`src/rtl/mdu_pkg.sv`:
```
// mdu_pkg: shared op codes, FSM encodings and default latency for the multiply/divide unit
package mdu_pkg;
  typedef enum logic [2:0] {
    MDU_NOP   = 3'b000,
    MDU_MULT  = 3'b001,
    MDU_MULTU = 3'b010,
    MDU_MTHI  = 3'b011,
    MDU_MTLO  = 3'b100
  } mdu_op_e;
  typedef enum logic [1:0] {
    S_IDLE = 2'd0,
    S_CALC = 2'd1,
    S_DONE = 2'd2
  } mdu_state_e;
  localparam int MUL_LAT_DEF = 4;
endpackage

```
`src/rtl/mul_hilo_ctrl.sv`:
```
// mul_hilo_ctrl: sequences the multicycle multiplier and owns the architectural HI/LO registers
module mul_hilo_ctrl import mdu_pkg::*; #(
  parameter int MUL_LAT = MUL_LAT_DEF,
  parameter int W = 32
) (
  input  logic         clk_sig,
  input  logic         rst_n_sig,
  input  logic         flush_sig,
  input  logic         req_valid,
  output logic         req_ready,
  input  logic [2:0]   req_op,
  input  logic [W-1:0] op_a,
  input  logic [W-1:0] op_b,
  output logic [W-1:0] hi_out,
  output logic [W-1:0] lo_out,
  output logic         busy,
  output logic         done,
  output logic         mul_ena,
  output logic         mul_sign,
  output logic [W-1:0] mul_a,
  output logic [W-1:0] mul_b,
  input  logic [W-1:0] mul_hi,
  input  logic [W-1:0] mul_lo
);
  localparam logic [3:0] CNT_INIT = 4'(MUL_LAT - 1);
  mdu_state_e state;
  mdu_op_e op;
  logic [3:0] cnt;
  logic hs;
  logic is_mul;
  assign op = mdu_op_e'(req_op);
  assign req_ready = ~busy;
  assign hs = req_valid & req_ready;
  assign is_mul = op == MDU_MULT || op == MDU_MULTU;
  // FSM: flush beats everything; IDLE/DONE accept commands, CALC holds operands until the product is sampled
  always_ff @(posedge clk_sig or negedge rst_n_sig) begin
    if (!rst_n_sig) begin
      state    <= S_IDLE;
      cnt      <= '0;
      hi_out   <= '0;
      lo_out   <= '0;
      mul_a    <= '0;
      mul_b    <= '0;
      mul_sign <= 1'b0;
      mul_ena  <= 1'b0;
      busy     <= 1'b0;
      done     <= 1'b0;
    end else if (flush_sig) begin
      state   <= S_IDLE;
      cnt     <= '0;
      mul_ena <= 1'b0;
      busy    <= 1'b0;
      done    <= 1'b0;
    end else if (state == S_CALC) begin
      if (cnt == '0) begin
        {hi_out, lo_out} <= {mul_hi, mul_lo};
        state   <= S_DONE;
        mul_ena <= 1'b0;
        busy    <= 1'b0;
        done    <= 1'b1;
      end else begin
        cnt <= cnt - 4'd1;
      end
    end else begin
      state <= S_IDLE;
      done  <= 1'b0;
      if (hs && is_mul) begin
        mul_a    <= op_a;
        mul_b    <= op_b;
        mul_sign <= op == MDU_MULT;
        cnt      <= CNT_INIT;
        state    <= S_CALC;
        mul_ena  <= 1'b1;
        busy     <= 1'b1;
      end
      if (hs && op == MDU_MTHI) hi_out <= op_a;
      if (hs && op == MDU_MTLO) lo_out <= op_a;
    end
  end
endmodule

```
`config.mk`:
```
export PLATFORM = sky130hd
export DESIGN_NAME = mul_hilo_ctrl
export DESIGN_NICKNAME = d
export VERILOG_FILES = /design/src/rtl/mdu_pkg.sv /design/src/rtl/mul_hilo_ctrl.sv
export SDC_FILE = /design/constraint.sdc
export NUM_CORES = 1
export LEC_CHECK = 0
export CAP_MARGIN = 20
export CORE_MARGIN = 4
export CORE_UTILIZATION = 30
export DETAILED_ROUTE_END_ITERATION = 8
export PLACE_DENSITY = 0.56
export SYNTH_ARGS = -nofsm -noshare
export SYNTH_HDL_FRONTEND = slang
export SYNTH_SLANG_ARGS = --single-unit
```
`constraint.sdc`:
```
create_clock -name clk_sig -period 2.6 [get_ports clk_sig]
set_clock_uncertainty 0.05 [all_clocks]
set_input_delay 0.52 -clock clk_sig [delete_from_list [all_inputs] [get_ports clk_sig]]
set_output_delay 0.52 -clock clk_sig [all_outputs]
set_load 0.01 [all_outputs]
```
Word-level counts from Yosys, hierarchy flattened
Cells that the tools add are included.
{"block": "word_totals", "ff_bits": 137, "in_bits": 135, "out_inout_bits": 133, "word_cells": 56}
{"block": "op_classes", "n_addsub": 1, "eq_ne": 8, "mux": 21, "bitwise": 4, "reduce_logical": 13}
{"cell": "$mux W32", "count": 6}
{"cell": "$mux W4", "count": 4}
{"cell": "$reduce_and A3 Y1", "count": 3}
{"cell": "$mux W1", "count": 8}
{"cell": "$eq A3 B2 Y1 const B", "count": 2}
{"cell": "$mux W2", "count": 3}
{"cell": "$logic_not A4 Y1", "count": 1}
{"cell": "$reduce_and A2 Y1", "count": 2}
{"cell": "$reduce_bool A2 Y1", "count": 2}
{"cell": "$sub A4 B1 Y4 const B", "count": 1}
{"cell": "$eq A3 B1 Y1 const B", "count": 1}
{"cell": "$eq A3 B3 Y1 const B", "count": 1}
{"cell": "$logic_and A1 B1 Y1", "count": 3}
{"cell": "$ne A3 B2 Y1 const B", "count": 1}
{"cell": "$ne A3 B3 Y1 const B", "count": 1}
{"cell": "$not A1 Y1", "count": 3}
{"cell": "$reduce_bool A3 Y1", "count": 1}
{"cell": "$eq A2 B1 Y1 const B", "count": 1}
{"cell": "$ne A2 B1 Y1 const B", "count": 1}
{"cell": "$and A1 B1 Y1", "count": 1}
{"cell": "$logic_or A1 B1 Y1", "count": 1}

Longest topological paths before layout
Gate-level depths: netlist of run 1.
{"block": "logic_depth", "ltp_word": 6, "depth_mapped": 7, "mapped_depth_nobuf": 6}

Least setup slack after synthesis of run 1
OpenSTA, ideal clock, no wires.
{"block": "synth_path", "kind": "register to register", "start": "register cnt[0]", "end": "register lo_out[0]", "setup_ps": 125, "arrival_time_ps": 1938, "t_required_ps": 2425, "slack_ps": 487, "path_stages_with_launch": 8, "n_path_buf": 1, "synth_period_minus_slack_ps": 2113, "path_cell_list": "dfrtp_1 -> inv_1 -> ha_1 -> or3b_4 -> nor3_4 -> a31o_4 -> buf_12 -> mux2_4"}
{"block": "synth_via", "elab_chain_len": 3}
{"element": "from (decl)", "line": "mul_hilo_ctrl.sv:28", "text": "logic [3:0] cnt;"}
{"element": "from (signal assigned)", "line": "mul_hilo_ctrl.sv:62", "text": "cnt <= cnt - 4'd1;"}
{"element": "$logic_not A4 Y1", "line": "mul_hilo_ctrl.sv:55", "text": "if (cnt == '0) begin"}
{"element": "$ne A2 B1 Y1 (no source line)"}
{"element": "$reduce_and A3 Y1 (no source line)"}
{"element": "to (signal assigned)", "line": "mul_hilo_ctrl.sv:56", "text": "{hi_out, lo_out} <= {mul_hi, mul_lo};"}
{"element": "to (signal assigned)", "line": "mul_hilo_ctrl.sv:77", "text": "if (hs && op == MDU_MTLO) lo_out <= op_a;"}
{"element": "to (decl)", "line": "mul_hilo_ctrl.sv:15", "text": "output logic [W-1:0] lo_out,"}
No other way between the ends.
A chain may end at the register's enable or synchronous reset.

Worst setup path after layout of run 1
{"block": "layout_path", "start": "register cnt[0]", "end": "register lo_out[21]"}
Same word-level chain as after synthesis.

==> results of run 1 <==
power by group through the flow:
stage	registers, mW	clock network [mW]	logic [mW]
after floorplan	3.61	0	1.04
after global placement	3.29	0	3.39
after detailed placement	3.32	0	3.41
after CTS	3.30	2.36	3.43
after global routing	3.39	2.45	3.58
final	3.29	2.28	3.37
sequential cells by signal, summed over array words and instances (netlist names):
name	flops
mul_sign	1
mul_b	32
lo_out	32
mul_a	32
done	1
cnt	4
mul_ena	1
hi_out	32
state	1
logic make-up (layout without fill, tap and decap cells):
| logic type | Yosys count | in the layout | share of synthesized area |
|---|---|---|---|
| AND/OR/NAND/NOR | 178 | 178 | 0.119 |
| AO/OA/AOI/OAI | 14 | 14 | 0.0174 |
| buffers and inverters | 30 | 317 | 0.0343 |
| adder cells (fa/ha/maj) | 2 | 2 | 0.00405 |
| multiplexers | 129 | 129 | 0.272 |
| flip-flops | 136 | 136 | 0.551 |
| XOR/XNOR | 1 | 1 | 0.00142 |
cell usage after synthesis, drive strengths merged:
library cell and instances:
ha 2, mux2 129, a31o 1, a21oi 7, buf 18, nand2 161
o21ai 3, clkbuf 9, inv 3, a31oi 1, nand2b 1, or4b 2
nor3b 1, nand3 1, dfrtp 136, xor2 1, nor2 5, nor4b 1
nor2b 3, or3b 1, o22a 2, nor3 2
cell type report:
class | instances | area [um^2]
inverter | 3 | 11.3
clock buffer | 19 | 433
timing repair buffer | 282 | 2890
fill | 1821 | 10500
clock inverter | 13 | 123
tap | 270 | 338
multi-input combinational | 324 | 2570
sequential | 136 | 3400
worst min-delay path by stage:
stage,from,end,slack (ps),cells past startpoint
CTS,rst_n_sig,lo_out[7]$_DFFE_PN0P_,30,1
detailed placement,hi_out[27]$_DFFE_PN0P_,hi_out[27]$_DFFE_PN0P_,440,1
finish,rst_n_sig,lo_out[7]$_DFFE_PN0P_,20,1
global route,rst_n_sig,hi_out[7]$_DFFE_PN0P_,40,1
floorplan,rst_n_sig,cnt[0]$_DFFE_PN0P_,170,0
global placement,mul_a[15]$_DFFE_PN0P_,mul_a[15]$_DFFE_PN0P_,440,1
through the flow:
step	setup slack, ps	instance area, um^2
4_1_cts	373	9770
5_1_grt	298	9770
3_3_place_gp	146	9210
6_report	378	9770
2_1_floorplan	487	6170
3_5_place_dp	103	9210
worst reg2reg max path, cell delays in order, from the launching register on:
cell     delay (ps)
dfrtp_1         410
inv_1            90
ha_1            140
or3b_4          400
nor3_4          300
a31o_4          190
buf_12          200
mux2_4          330
routing by layer:
metal,up-vias,share of wire,global-route usage
li1,2178,-,-
met1,2293,0.40,0.190
met2,156,0.51,0.271
met3,19,0.072,0.0577
met4,0,0.014,0.0467
met5,-,0,0
==> results.json, run 1 <==
{
  "run_status": "complete, no violations",
  "p_clk_frac": 0.255,
  "grt_pass1_wl_mm": 28.1,
  "synth_top_area_frac": 0.552,
  "drive_gt1_frac": 0.239,
  "die_y_um": 151,
  "slowest_stage": "dfrtp_1",
  "clk_pin_slew_ps": 60,
  "antenna_found_initial": 0,
  "wl_mm": 18.2,
  "n_antenna_cell": 0,
  "setup_viol": 0,
  "syn_inst": 490,
  "post_drt_wl_per_cell_um": 17.4,
  "r2r_cells": 7,
  "hold_violations": 0,
  "drt-initial-drc-count": 165,
  "gr-total-overflow": 0,
  "critPathMaxStageDelay_ps": 410,
  "cts_num_sinks": 136,
  "worstPathRequired_ps": 2840,
  "numCtsBuffers": 17,
  "swShare": 0.284,
  "post-route-util": 0.483,
  "fmax_ghz": 0.450,
  "fp.dieArea_um2": 22900,
  "min_period_over_period": 0.855,
  "power_frac_comb": 0.377,
  "postCtsSetupRepairBufs": 0,
  "power_frac_seq": 0.368,
  "yosysSeqAreaShare": 0.552,
  "cts_tree": "built",
  "mostFrequentLayoutCell": "clkdlybuf4s50_1",
  "p_leak_nw": 4.33,
  "rows": 52,
  "cp_max_fo": 18,
  "finalSetupTns_ps": 0,
  "critPathLaunch": "cnt[0]$_DFFE_PN0P_",
  "drc_errors": 0,
  "path_buf_inv": 2,
  "pin_count": 268,
  "slew_violations": 0,
  "grt_pass1_vias": 5175,
  "viasPerCell": 4.44,
  "worst_pin_slew_ps": 731,
  "chipWidth_um": 151,
  "hold_buffers": 0,
  "syn2layout_area_growth_pct": 58.3,
  "dr.pass1.iters": 4,
  "port_buffers": 267,
  "critPathLaunchType": "register",
  "ys_ff_latch": 136,
  "clk_path_buf_depth": 2,
  "r2r_slack_ps": 380,
  "finalCriticalPeriod_ps": 2220,
  "finalPower_mw": 8.94,
  "post_cts_resized": 0,
  "layout.cells.non_filler": 1047,
  "switching_power_mw": 2.54,
  "power.density_nw_per_um2": 915,
  "root_buffer": "clkbuf_16",
  "grt_use_total": 0.160,
  "layout.cells.most_common_list": "266 x clkdlybuf4s50_1, 161 x nand2_1, 136 x dfrtp_1, 69 x mux2_2, 60 x mux2_4",
  "via_count": 4646,
  "crit_type": "reg2reg",
  "dp.cells": 1015,
  "critPathCaptureType": "register",
  "synth_area_leaders": "dfrtp_1 55%, mux2_4 15%, mux2_2 13%, nand2_1 9.8%, buf_12 0.97%",
  "slew_headroom": 0.512,
  "synth_area_leader_cell": "dfrtp_1",
  "ys_warn_count": 0,
  "cp_cell_sequence": "inv_1 > ha_1 > or3b_4 > nor3_4 > a31o_4 > buf_12 > mux2_4",
  "clk_latency_ps": 410,
  "crit_end": "lo_out[21]$_DFFE_PN0P_",
  "synthesis.area_um2": 6170,
  "ant_nets": 0,
  "min_path_type": "in2async",
  "place_congestion": 0.763,
  "regToRegEndpoint": "lo_out[21]$_DFFE_PN0P_",
  "core_area_um2": 20200,
  "htree_levels": 4,
  "synth_fp_nets": 627,
  "start_util": 0.305,
  "critPathTopFamily": "simple AND/OR/NAND/NOR gates",
  "grt_max_degree": 69,
  "avgSynthCellArea_um2": 12.6,
  "power.internal_mw": 6.40,
  "maxCapViolations": 0,
  "hold_ws_ps": 18.7,
  "ys_types": 29,
  "rsz0062_at_grt": "no",
  "fin_nets": 901,
  "reg2reg_from": "cnt[0]$_DFFE_PN0P_",
  "vdd_drop_max_v": 0.000419,
  "critical_path_depth": 7,
  "arrival_ps": 2470,
  "dp_hpwl_mm": 13.5
}
No activity file was read; power rests on OpenSTA's default activity.
==> run 2: changes to the inputs <==
--- a/config.mk
+++ b/config.mk
@@ -9,6 +9,7 @@
 export CORE_MARGIN = 4
 export CORE_UTILIZATION = 30
 export DETAILED_ROUTE_END_ITERATION = 8
+export GPL_ROUTABILITY_DRIVEN = 1
 export PLACE_DENSITY = 0.56
 export SYNTH_ARGS = -nofsm -noshare
 export SYNTH_HDL_FRONTEND = slang
==> results of run 2 <==
Same layout as run 1: the final DEF is identical, and so are final timing and power.
